**config.mk**
```make
export PLATFORM = sky130hd
export DESIGN_NAME = id_ex_issue
export DESIGN_NICKNAME = d
export VERILOG_FILES = /design/src/rtl/id_ex_issue.sv
export SDC_FILE = /design/constraint.sdc
export NUM_CORES = 1
export LEC_CHECK = 0
export CELL_PAD_IN_SITES_DETAIL_PLACEMENT = 0
export CELL_PAD_IN_SITES_GLOBAL_PLACEMENT = 1
export CORE_UTILIZATION = 31
export DETAILED_ROUTE_END_ITERATION = 10
export GPL_TIMING_DRIVEN = 1
export PLACE_DENSITY_LB_ADDON = 0.1
export SLEW_MARGIN = 10
export SYNTH_ARGS = -nofsm -noshare
export SYNTH_HDL_FRONTEND = slang
export SYNTH_SLANG_ARGS = --single-unit
```
**constraint.sdc**
```tcl
create_clock -name clk -period 6.11 [get_ports clk]
set_input_delay 1.222 -clock clk [delete_from_list [all_inputs] [get_ports clk]]
set_output_delay 1.222 -clock clk [all_outputs]
set_load 0.05 [all_outputs]
```
**src/rtl/id_ex_issue.sv**
```systemverilog
// -----------------------------------------------------------------------------
// id_ex_issue
// Instruction-decode / issue stage of the MIPS pipeline. Decodes the ID-stage
// instruction into an ALU operation, operand pair and control bits, detects
// load-use hazards against the instruction currently in EX, and registers the
// result into the ID/EX pipeline register under a valid/ready handshake.
//
// Ports:
//   clk, rst_n            clock, synchronous active-low reset
//   id_valid, id_instr    instruction offered by ID
//   id_rs_data/rt_data    forwarded register-file operands
//   id_ready              instruction consumed this cycle (combinational)
//   ex_stall, flush       hold / squash the ID/EX register
//   ex_*                  registered ID/EX contents feeding EX
// -----------------------------------------------------------------------------
module id_ex_issue #(
    parameter int XLEN = 32
) (
    input  logic            clk,
    input  logic            rst_n,
    input  logic            id_valid,
    input  logic [XLEN-1:0] id_instr,
    input  logic [XLEN-1:0] id_rs_data,
    input  logic [XLEN-1:0] id_rt_data,
    output logic            id_ready,
    input  logic            ex_stall,
    input  logic            flush,
    output logic            ex_valid,
    output logic [XLEN-1:0] ex_op1,
    output logic [XLEN-1:0] ex_op2,
    output logic [3:0]      ex_operation,
    output logic [4:0]      ex_shamt,
    output logic [4:0]      ex_dest,
    output logic            ex_reg_write,
    output logic            ex_mem_read,
    output logic            ex_mem_write,
    output logic [XLEN-1:0] ex_store_data,
    output logic            ex_branch_eq,
    output logic            ex_branch_ne,
    output logic            ex_jr,
    output logic            ex_ovf_en,
    output logic            ex_illegal
);

    logic [5:0]      w_opcode, w_funct;
    logic [4:0]      w_rs, w_rt, w_rd;
    logic [XLEN-1:0] w_imm_sext, w_imm_zext;

    assign w_opcode   = id_instr[31:26];
    assign w_rs       = id_instr[25:21];
    assign w_rt       = id_instr[20:16];
    assign w_rd       = id_instr[15:11];
    assign w_funct    = id_instr[5:0];
    assign w_imm_sext = {{(XLEN-16){id_instr[15]}}, id_instr[15:0]};
    assign w_imm_zext = {{(XLEN-16){1'b0}}, id_instr[15:0]};

    logic [XLEN-1:0] w_op1, w_op2;
    logic [3:0]      w_operation;
    logic [4:0]      w_dest;
    logic            w_wr, w_mrd, w_mwr, w_beq, w_bne, w_jr, w_ovf, w_ill;
    logic            w_reads_rs, w_reads_rt;

    // Instruction decode: operation, operand selection, controls, source usage.
    always_comb begin
        w_op1       = id_rs_data;
        w_op2       = id_rt_data;
        w_operation = 4'h0;
        w_dest      = w_rt;
        w_wr        = 1'b0;
        w_mrd       = 1'b0;
        w_mwr       = 1'b0;
        w_beq       = 1'b0;
        w_bne       = 1'b0;
        w_jr        = 1'b0;
        w_ovf       = 1'b0;
        w_ill       = 1'b0;
        w_reads_rs  = 1'b1;
        w_reads_rt  = 1'b0;
        if (w_opcode == 6'h00) begin
            w_dest     = w_rd;
            w_reads_rt = 1'b1;
            w_wr       = 1'b1;
            case (w_funct)
                6'h20, 6'h21: begin w_operation = 4'h4; w_ovf = (w_funct == 6'h20); end
                // Subtract computes Op2-Op1, so operands are swapped to get rs-rt.
                6'h22, 6'h23: begin
                    w_operation = 4'h7;
                    w_op1       = id_rt_data;
                    w_op2       = id_rs_data;
                    w_ovf       = (w_funct == 6'h22);
                end
                6'h24: w_operation = 4'h5;
                6'h25: w_operation = 4'h3;
                6'h27: w_operation = 4'he;
                6'h2a: w_operation = 4'hc;
                6'h2b: w_operation = 4'hd;
                6'h00: begin w_operation = 4'h8; w_reads_rs = 1'b0; end
                6'h02: begin w_operation = 4'h9; w_reads_rs = 1'b0; end
                6'h08: begin
                    w_operation = 4'hf;
                    w_op2       = id_rs_data;
                    w_jr        = 1'b1;
                    w_wr        = 1'b0;
                end
                default: begin w_ill = 1'b1; w_wr = 1'b0; end
            endcase
        end else begin
            w_wr = 1'b1;
            case (w_opcode)
                6'h08, 6'h09: begin w_operation = 4'h4; w_op2 = w_imm_sext; w_ovf = (w_opcode == 6'h08); end
                6'h0c: begin w_operation = 4'h5; w_op2 = w_imm_zext; end
                6'h0d: begin w_operation = 4'h3; w_op2 = w_imm_zext; end
                6'h0a: begin w_operation = 4'hc; w_op2 = w_imm_sext; end
                6'h0b: begin w_operation = 4'hd; w_op2 = w_imm_sext; end
                6'h0f: begin w_operation = 4'hb; w_op2 = w_imm_zext; w_reads_rs = 1'b0; end
                6'h23: begin w_operation = 4'h4; w_op2 = w_imm_sext; w_mrd = 1'b1; end
                6'h2b: begin
                    w_operation = 4'h4;
                    w_op2       = w_imm_sext;
                    w_mwr       = 1'b1;
                    w_wr        = 1'b0;
                    w_reads_rt  = 1'b1;
                end
                6'h04, 6'h05: begin
                    w_operation = 4'h7;
                    w_op1       = id_rt_data;
                    w_op2       = id_rs_data;
                    w_beq       = (w_opcode == 6'h04);
                    w_bne       = (w_opcode == 6'h05);
                    w_wr        = 1'b0;
                    w_reads_rt  = 1'b1;
                end
                default: begin w_ill = 1'b1; w_wr = 1'b0; end
            endcase
        end
    end

    logic r_valid, r_wr, r_mrd, r_mwr, r_beq, r_bne, r_jr, r_ovf, r_ill;
    logic [XLEN-1:0] r_op1, r_op2, r_store;
    logic [3:0]      r_operation;
    logic [4:0]      r_shamt, r_dest;
    logic            w_haz;

    // Load-use: the load in EX targets a register this instruction reads.
    assign w_haz = r_valid & r_mrd & (r_dest != 5'd0) &
                   ((w_reads_rs & (w_rs == r_dest)) | (w_reads_rt & (w_rt == r_dest)));

    assign id_ready = id_valid & ~ex_stall & ~w_haz & ~flush;

    // ID/EX pipeline register: reset > flush > stall > hazard bubble > load > idle.
    always_ff @(posedge clk) begin
        if (!rst_n) begin
            r_valid <= 1'b0; r_op1 <= '0; r_op2 <= '0; r_operation <= 4'h0;
            r_shamt <= 5'd0; r_dest <= 5'd0; r_store <= '0;
            r_wr <= 1'b0; r_mrd <= 1'b0; r_mwr <= 1'b0; r_beq <= 1'b0;
            r_bne <= 1'b0; r_jr <= 1'b0; r_ovf <= 1'b0; r_ill <= 1'b0;
        end else if (flush || (!ex_stall && !(id_valid && !w_haz))) begin
            // Squash, bubble or idle: drop validity and every control bit.
            r_valid <= 1'b0;
            r_wr <= 1'b0; r_mrd <= 1'b0; r_mwr <= 1'b0; r_beq <= 1'b0;
            r_bne <= 1'b0; r_jr <= 1'b0; r_ovf <= 1'b0; r_ill <= 1'b0;
        end else if (ex_stall) begin
            r_valid <= r_valid;
        end else begin
            r_valid     <= 1'b1;
            r_op1       <= w_op1;
            r_op2       <= w_op2;
            r_operation <= w_operation;
            r_shamt     <= id_instr[10:6];
            r_dest      <= w_dest;
            r_store     <= id_rt_data;
            r_wr        <= w_wr & (w_dest != 5'd0);
            r_mrd       <= w_mrd;
            r_mwr       <= w_mwr;
            r_beq       <= w_beq;
            r_bne       <= w_bne;
            r_jr        <= w_jr;
            r_ovf       <= w_ovf;
            r_ill       <= w_ill;
        end
    end

    assign ex_valid      = r_valid;
    assign ex_op1        = r_op1;
    assign ex_op2        = r_op2;
    assign ex_operation  = r_operation;
    assign ex_shamt      = r_shamt;
    assign ex_dest       = r_dest;
    assign ex_reg_write  = r_wr;
    assign ex_mem_read   = r_mrd;
    assign ex_mem_write  = r_mwr;
    assign ex_store_data = r_store;
    assign ex_branch_eq  = r_beq;
    assign ex_branch_ne  = r_bne;
    assign ex_jr         = r_jr;
    assign ex_ovf_en     = r_ovf;
    assign ex_illegal    = r_ill;

endmodule

```
* Word-level counts from Yosys, hierarchy flattened
Index checks and enable logic that the tools add are counted.
Word-level totals: register bits 119, output and inout bits 120
Operators by class: equality and inequality tests 24, mux-type cells 34, bitwise logic cells 15, reduce and logical (&&, ||, !) cells 26
Operators with widths (number):
- $mux W32 | 5
- $pmux W32 S3 | 1
- $eq A6 B6 Y1 const B | 11
- $eq A6 B4 Y1 const B | 8
- $pmux W4 S10 | 1
- $pmux W4 S7 | 1
- $mux W1 | 23
- $reduce_or A11 Y1 | 2
- $eq A6 B3 Y1 const B | 2
- $logic_not A6 Y1 | 2
- $reduce_or A12 Y1 | 1
- $reduce_or A2 Y1 | 6
- $eq A5 B5 Y1 | 2
- $reduce_bool A5 Y1 | 2
- $and A1 B1 Y1 | 9
- $reduce_or A3 Y1 | 3
- $reduce_or A8 Y1 | 1
- $eq A6 B2 Y1 const B | 1
- $reduce_or A6 Y1 | 1
- $mux W5 | 1
- $not A1 Y1 | 5
- $mux W4 | 1
- $reduce_or A4 Y1 | 1
- $logic_not A1 Y1 | 3
- 5 further kinds | 6

* Longest topological paths before layout
Gate-level depths: netlist of run 1.
depth after elaboration 14, mapped depth 10, mapped depth without buffers 6

* Worst setup path before layout of run 1
No wires, ideal clock.
kind input -> output, start point input port id_instr[27], end point output port id_ready, arrival time 3147 ps, data required time 4888 ps, path slack 1741 ps, stages 8, cell sequence buf_6 > or4_4 > a21oi_2 > a2111oi_4 > a221oi_4 > and2_1 > buf_4 > buf_2
Between the ends: word-level cells in the longest chain between the ends 10, elaborated cells between the ends (all ways) 17, classes of those cells 4 x eq/ne; 4 x mux; 7 x bitwise; 2 x reduce/logical
Ends and longest elaborated chain:
- from (decl) | RTL line 22 | input logic [XLEN-1:0] id_instr,
- $eq A6 B3 Y1 or $eq A6 B6 Y1 (tied branches) | RTL line 109 | case (w_opcode)
- $reduce_or A3 Y1 (no source line)
- $mux W1 | RTL line 109
- $mux W1 | RTL line 79 | if (w_opcode == 6'h00) begin
- $and A1 B1 Y1 | RTL line 146 | ((w_reads_rs & (w_rs == r_dest)) | (w_reads_rt & (w_rt == r_dest)));
- $or A1 B1 Y1 * | RTL line 146
- $and A1 B1 Y1 * | RTL line 145 | assign w_haz = r_valid & r_mrd & (r_dest != 5'd0) &
- $not A1 Y1 * | RTL line 148 | assign id_ready = id_valid & ~ex_stall & ~w_haz & ~flush;
- $and A1 B1 Y1 * (2 in series) | RTL line 148
- to (decl) | RTL line 25 | output logic id_ready,
Every way passes the cells marked *; elsewhere a longest branch is shown, timed or not.

* Worst setup path after layout of run 1
start point input port id_instr[2], end point output port id_ready
Between the ends: word-level cells in the longest chain between the ends 10, elaborated cells between the ends (all ways) 11, classes of those cells 1 x eq/ne; 2 x mux; 6 x bitwise; 2 x reduce/logical
Ends and longest elaborated chain:
- $eq A6 B2 Y1 or $logic_not A6 Y1 (tied branches) | RTL line 83 | case (w_funct)
- $reduce_or A2 Y1 (no source line) *
- $mux W1 * | RTL line 83
- $mux W1 * | RTL line 79
- $and A1 B1 Y1 * | RTL line 146
- $or A1 B1 Y1 * | RTL line 146
- $and A1 B1 Y1 * | RTL line 145
- $not A1 Y1 * | RTL line 148
- $and A1 B1 Y1 * (2 in series) | RTL line 148
Marks and branches as above.

==> results summary, run 1 <==
The number of levels the H-tree was split into came out at 4. The register-to-register setup slack came out at 3.10 ns. STA classifies the critical path startpoint as an input port. The worst-case reg-to-reg path depth is 7.

The starting density of the core came out at 0.319. The startpoint identified for the worst register-to-register timing path is ex_dest[0]. The synthesized netlist occupies a cell area of 6300 sq um. The HPWL after detailed placement is 16100 um. After clock tree synthesis, the clock-pin slew on the worst setup and hold paths is 0.06 ns. The classification of the worst setup path is input port to primary output. STA classifies the critical path endpoint as a primary output. The number of buffers inserted by post-CTS setup repair came out at 0. The delay contributed by the slowest stage of the critical path is 0.63 ns. Counting flops with an async set or reset pin after synthesis yields a share of 0.

TritonCTS built the clock tree. After detailed placement, the design holds a cell count of 1169. The clock net sink count is 119. The peak supply drop came out at 0.191 mV. Traced cell by cell, the critical path runs through clkdlybuf4s50_1 > or3_1 > o311ai_1 > a2111oi_4 > a221oi_4 > and2_4 > buf_12. Synthesis produced 751 cells. The met1 usage in global routing came out at 0.307. The worst clock skew is 0.00839 ns. The sum of negative setup slack is 0 ns. met2 is the most crowded layer.

Measured against its own limit, the worst slew margin works out to 0.278. In this run the worst setup path terminates at id_ready. In this run the worst setup path begins at id_instr[2]. The combinational power share came out at 0.216.

The overall overflow remaining after global route came out at 0. The slowest stage of the critical path is the clkdlybuf4s50_1 cell. Of the total power, registers draw 0.354. The library cell used most frequently in the layout, excluding fill and tap cells, is clkdlybuf4s50_1. The number of buffers on the longest clock path came out at 2. The sequential-to-total area share from yosys stat is 0.378. The via density per instance is 5.54. The core region is 19700 sq um. The post-cts resize count is 0.

The mean instance size in the synthesized netlist is 8.39 sq um. The I/O pin count came out at 221. Leaving out fill and tap cells, the most frequent cells in the layout are clkdlybuf4s50_1 (218), nand2_1 (130), dfxtp_1 (119), a21oi_1 (86), mux2i_1 (56). The post-cts hold buffer count is 0. The total CTS buffers is 17. The synthesized flop and latch total is 119. The final critical delay including setup and external delays is 4.98 ns. Across every metal layer, demand over resource in global routing totals 0.237.

The clock latency of the later-clocked register in the worst-skew pair is 0.42 ns. The critical path depth is 7. The clock share of power came out at 0.430. The area of the die is 20900 sq um.

The kind of cell with the highest combined delay along the critical path is compound AO/OA/AOI/OAI gates. The width of the die came out at 145 um. After detailed routing, the total wire length is 24600 um. At the end of routability-driven placement, the weighted congestion stood at 0.902. The setup-violating endpoint count in the final report came out at 0. The number of nets produced by synthesis is 852.

The met2 track demand over resource is 0.388. The first global-routing pass estimated 37600 um of wire. Input and output buffers added on the ports amount to 220. The met3 usage in global routing came out at 0.0636. The maximum number of pins on one net before global-route repair is 95. Dividing the detail-routed wire length by the instance count gives 20.5 um. The worst register-to-register path ends at ex_illegal. The area growth from synthesis to layout came out at 46.0%. Setup repair after global routing left no endpoint under its margin.

The flow ran to the end, and the final reports show no timing, DRC or antenna violations. The count of endpoints failing hold in the final timing report is 0. The number of global-route vias before repair is 6522. The number of warnings printed during yosys synthesis is 0. After synthesis, the netlist uses 59 different library cells. The via count of the routed design came out at 6654.

The share of layout cells above drive strength 1 is 0.0748. The count of flip-flops with a built-in enable after synthesis came out at 0. The total count of max-transition violations in the final report is 0.

For this run, the top clock speed supported by timing is 201 MHz. The data required time of the critical path is 4.89 ns. Of the total power, the share spent switching nets is 0.313. The slew of the pin with the lowest slew margin came out at 1.08 ns. The first-iteration detailed-routing DRC count came out at 558. The power density relative to cell area came out at 257 nW/um^2. The worst hold slack came out at 0.446 ns.

In this run the static leakage power is 3.30 nW. The post-route fraction of the period consumed by the critical path is 0.815. The initial antenna violation count came out at 0. The analysis attributes to net switching a power of 0.000741 W.

The count of maximum capacitance violations is 0. The height of the die came out at 145 um. Of all nets on the critical path, the largest fanout is 12.

The detailed-router iteration count before antenna repair is 6. The type of the most critical hold path is register to register. Clock tree synthesis selected as its root buffer the cell clkbuf_16. The critical path contains buffers and inverters numbering 2 combined. The critical path data arrival time came out at 3.76 ns. In the routed design, unresolved DRC markers number 0. The antenna violation net count after detailed routing came out at 0.

In the synthesized netlist the dominant register cell turns out to be dfxtp_1. The site row count came out at 51. The non-filler instance count after layout came out at 1201. The repair_antennas step left the layout with diodes totalling 0. The final net count is 1024. The internal power consumption came out at 0.00162 W.
==> stage by stage <==
stage          utilization  cell area, sq um  setup slack, ns  power [W]
6_report             0.467              9200             1.13    0.00236
5_1_grt              0.467              9200             1.05    0.00246
4_1_cts              0.467              9200             1.13    0.00239
3_5_place_dp         0.437              8610             1.17    0.00136
3_3_place_gp         0.437              8610             1.21    0.00136
2_1_floorplan            -              6300             1.74    0.00115
==> worst min-delay path by stage <==
| stage | startpoint | endpoint | cells after the start |
|---|---|---|---|
| 2_1_floorplan | ex_store_data[18] | ex_store_data[18] | 2 |
| 3_3_place_gp | ex_store_data[16] | ex_store_data[16] | 2 |
| 4_1_cts | ex_store_data[27] | ex_store_data[27] | 2 |
| 3_5_place_dp | ex_store_data[27] | ex_store_data[27] | 2 |
| 6_report | ex_store_data[27] | ex_store_data[27] | 2 |
| 5_1_grt | ex_store_data[21] | ex_store_data[21] | 2 |
==> layout make-up <==
| cell class | count | area [sq um] |
|---|---|---|
| fill | 1875 | 10500 |
| multi-input combinational | 544 | 3560 |
| sequential | 119 | 2380 |
| timing repair buffer | 232 | 2300 |
| clock buffer | 19 | 443 |
| tap | 265 | 332 |
| clock inverter | 13 | 145 |
| inverter | 9 | 33.8 |
==> cell usage after synthesis (2+ instances only) <==
cell type	number	area, sq um
a222oi_1	16	160
clkbuf_1	50	188
dfxtp_1	119	2380
buf_6	4	45.0
nor2_1	18	67.6
a31oi_1	6	37.5
buf_2	18	90.1
or4_1	3	22.5
nor3_1	9	45.0
xnor2_1	7	61.3
o211ai_1	2	15.0
o21ai_0	5	25.0
nand3b_1	2	15.0
nor2b_1	5	31.3
xor2_1	4	35.0
o21a_1	5	37.5
nand2b_1	4	25.0
a21oi_1	86	430
a21boi_0	2	15.0
a311oi_1	4	35.0
nand3_1	20	100
or3_1	2	12.5
nand2_1	130	488
nand4_1	22	138
mux2i_1	56	561
a41o_1	16	160
a221o_1	16	160
and2_1	3	18.8
nor2_2	2	12.5
o31ai_1	33	248
a211oi_2	10	125
o21ai_1	22	110
buf_1	2	7.51
inv_1	9	33.8
a211oi_1	8	60.1
buf_4	5	37.5
o22ai_1	4	25.0
==> sequential cells by signal (all words and copies together) (netlist names) <==
| signal | cells |
|---|---|
| ex_jr | 1 |
| ex_mem_write | 1 |
| ex_valid | 1 |
| ex_op1 | 32 |
| ex_shamt | 5 |
| ex_dest | 5 |
| ex_ovf_en | 1 |
| ex_mem_read | 1 |
| ex_op2 | 32 |
| ex_reg_write | 1 |
| ex_operation | 4 |
| ex_branch_eq | 1 |
| ex_branch_ne | 1 |
| ex_illegal | 1 |
| ex_store_data | 32 |
==> kinds of logic (layout without fill, tap and decap cells) <==
| family | count (synthesis) | count (layout) | share of synthesized area |
|---|---|---|---|
| buf+inv | 88 | 273 | 0.0638 |
| simple gates | 230 | 230 | 0.169 |
| xor+xnor | 11 | 11 | 0.0153 |
| compound gates | 247 | 247 | 0.285 |
| mux | 56 | 56 | 0.0890 |
| flops | 119 | 119 | 0.378 |
==> power groups by stage <==
stage | clock network [W] | registers, W | logic (W)
5_1_grt | 0.00107 | 0.000842 | 0.000541
4_1_cts | 0.00104 | 0.000838 | 0.000511
6_report | 0.00102 | 0.000838 | 0.000510
2_1_floorplan | 0 | 0.000980 | 0.000173
3_3_place_gp | 0 | 0.000853 | 0.000505
3_5_place_dp | 0 | 0.000854 | 0.000508
==> worst register-to-register path, stage by stage, from the launching register on <==
cell and delay [ns]:
dfxtp_1 0.39, or4_1 0.54, o211ai_1 0.26, inv_1 0.16, a221oi_4 0.32, buf_4 0.61, o21ai_1 0.37, a221oi_1 0.28
==> per-layer routing <==
layer	up-vias	routed length [um]	part of all wire
li1	3151	-	-
met1	3208	10900	0.44
met2	268	11500	0.47
met3	27	1840	0.075
met4	0	337	0.014
met5	-	0	0
Note: power is estimated with default switching activity, not from simulation.
==> run 2, diff against run 1 <==
==> constraint.sdc (replaced) <==
create_clock -name clk -period 4.8 [get_ports clk]
set_input_delay 0.96 -clock clk [delete_from_list [all_inputs] [get_ports clk]]
set_output_delay 0.96 -clock clk [all_outputs]
set_load 0.05 [all_outputs]
==> results summary, run 2 (synthesis results as in run 1) <==
The via count of the routed design came out at 6687 (+0.50%). The remaining routing DRC violations came to 0 (unchanged). The power density relative to cell area is 329 nW/um^2 (+28%).

The starting density of the core is 0.319 (unchanged). The path class of the tightest hold or removal check is register to register. The total wire length after detailed routing came out at 24400 um (-0.66%). The maximum number of pins on one net before global-route repair came to 111 (+17%). The area growth from synthesis to layout is 48.1%. The width of the die was 145 um (unchanged). The multi-input gate area in the final layout came to 3560 sq um (unchanged). The first-pass GRT wire length is 37500 um (-0.40%). The sum of negative setup slack is 0 ns (unchanged). The post-cts resize count came out at 0 (unchanged).

The overall overflow remaining after global route came out at 0 (unchanged). The count of fill cells added during filler insertion is 1897 (+1.2%). The maximum clock rate is 232 MHz. The post-route fraction of the period consumed by the critical path came out at 0.898.

The first-iteration detailed-routing DRC count is 482 (-14%). On the critical path, the stage with the largest delay is an instance of clkdlybuf4s50_1. The startpoint of the tightest hold check path is ex_store_data[18]. The final critical delay including setup and external delays came out at 4.31 ns. The number of buffers inserted by post-CTS setup repair came to 0 (unchanged). The number of buffers on the longest clock path came out at 2 (unchanged). The total CTS buffers is 17 (unchanged). STA classifies the critical path startpoint as an input port. The initial antenna violation count came to 0 (unchanged).

The tightest slew margin relative to the limit came out at 0.275 (-0.00268). The static leakage is 3.37 nW (+2.0%). The setup path with the least slack is of type input port to primary output. The peak supply drop is 0.226 mV (+18%). The area of the die was 20900 sq um (unchanged). The weighted congestion at the end of routability-driven global placement came out at 0.856 (-5.0%). The setup-violating endpoint count in the final report is 0 (unchanged).

The via density per instance came out at 5.51 (-0.50%). The final net count is 1036 (+1.2%). The slew of the pin with the lowest slew margin came out at 1.08 ns (+0.00400 ns). The worst clock skew is 0.0173 ns (+0.00892 ns). The clock latency of the later-clocked register in the worst-skew pair was 0.42 ns (about the same). The number of levels the H-tree was split into is 4 (unchanged). The count of buffers inserted at the top-level ports is 220 (unchanged).

The data required time of the critical path is 3.84 ns (-1.05 ns). The tree is rooted in a clkbuf_16. The largest fanout on the critical path was 15 (+3). The category of the worst setup path capture point is a primary output. TritonCTS built the clock tree. The post-cts hold buffer count came out at 0 (unchanged). The flow ran to the end, and the final reports show no timing, DRC or antenna violations. The number of global-route vias before repair is 6497 (-0.38%). The height of the die is 145 um (unchanged). The HPWL after detailed placement came out at 16400 um (+1.5%).

The delay contributed by the slowest stage of the critical path was 0.65 ns (+0.02 ns). The detailed-router iteration count before antenna repair was 9 (+3). The share of layout cells above drive strength 1 came out at 0.0876 (+0.0128).

Traced cell by cell, the critical path runs through clkdlybuf4s50_1 > nor4_2 > o311ai_1 > a2111oi_4 > a221oi_4 > and2_4 > buf_12. The clock net sink count was 119 (unchanged). The all-layer global routing usage came out at 0.236 (-0.00115). The critical path starts at id_instr[26]. The clock-pin transition on the worst setup and hold timing paths is 0.06 ns (about the same). The wire length per cell is 20.1 um (-1.6%). The total count of max-transition violations in the final report came to 0 (unchanged). The final core area utilization is 0.473 (+0.00654).

The antenna violation net count after detailed routing came out at 0 (unchanged). The number of antenna cells inserted came out at 0 (unchanged). The critical path data arrival time was 3.35 ns (-0.41 ns). The source of the worst register-to-register timing path is ex_dest[0]. Leaving out fill and tap cells, the most frequent cells in the layout are clkdlybuf4s50_1 (218), nand2_1 (130), dfxtp_1 (119), a21oi_1 (86), mux2i_1 (56).

The library cell used most frequently in the layout, excluding fill and tap cells, is clkdlybuf4s50_1. The count of maximum capacitance violations came out at 0 (unchanged). The site row count is 51 (unchanged).

The count of endpoints failing hold in the final timing report came to 0 (unchanged). The I/O pin count came out at 221 (unchanged). The core region area was 19700 sq um (unchanged). The sequential standard cell area came out at 2380 sq um (unchanged). Setup repair after global routing left no endpoint under its margin.
run 2: changes by cell type in the layout (fill, tap and decap cells not counted), sizes merged:
| cell | change |
|---|---|
| buf | +12 |
| bufinv | +1 |
| clkbuf | -1 |
| clkinvlp | +2 |
| inv | -2 |
run 2: layer usage:
metal  vias up  track usage  wire (um)
li1       3188            -          -
met1      3232        0.315      11200
met2       252        0.379      11300
met4         0       0.0537        225
met3        15       0.0609       1770
met5         -            0          0
run 2: final timing paths:
kind | to | slack [ns] | depth (start not counted)
worst max-delay path | id_ready | 0.49 | 7
worst min-delay path | ex_store_data[18] | 0.45 | 2
worst min register to register | ex_store_data[18] | 0.45 | 2
worst max register to register | ex_illegal | 1.83 | 7
run 2: final cells by class:
type                            instances  area share
Tap cell                              265      0.0355
Inverter                                9     0.00362
Sequential cell                       119       0.255
Clock buffer                           18      0.0471
Multi-Input combinational cell        544       0.382
Clock inverter                         14      0.0188
Timing Repair Buffer                  244       0.258
run 2: per-stage QoR:
step	cells	power (W)	setup slack, ns	cell area [sq um]	hold slack [ns]
after floorplan	751	0.00147	0.955	6300	0.668
after global placement	1181	0.00174	0.562	8710	0.441
after detailed placement	1181	0.00174	0.527	8710	0.446
after CTS	1213	0.00309	0.497	9330	0.457
after global routing	1213	0.00319	0.372	9330	0.474
final	1213	0.00307	0.489	9330	0.449
run 2: where the power goes:
part | leakage (nW) | switching (W) | internal (W)
registers | 0.972 | 0.0000299 | 0.00104
logic | 2.11 | 0.000404 | 0.000252
clock network | 0.286 | 0.000510 | 0.000835
total | 3.37 | 0.000943 | 0.00212
run 2: critical path: cells and delay by family:
family	cells	cell delay, ns
AOI/OAI and AO/OA	3	0.94
buffers and inverters	2	0.80
and+or+nand+nor	2	0.66
==> run 3, diff against run 2 <==
--- a/config.mk
+++ b/config.mk
@@ -11,7 +11,7 @@
 export DETAILED_ROUTE_END_ITERATION = 10
 export GPL_TIMING_DRIVEN = 1
 export PLACE_DENSITY_LB_ADDON = 0.1
-export SLEW_MARGIN = 10
+export SLEW_MARGIN = 20
 export SYNTH_ARGS = -nofsm -noshare
 export SYNTH_HDL_FRONTEND = slang
 export SYNTH_SLANG_ARGS = --single-unit
==> results of run 3 <==
The final DEF is identical to that of run 2; final timing and power are the same.
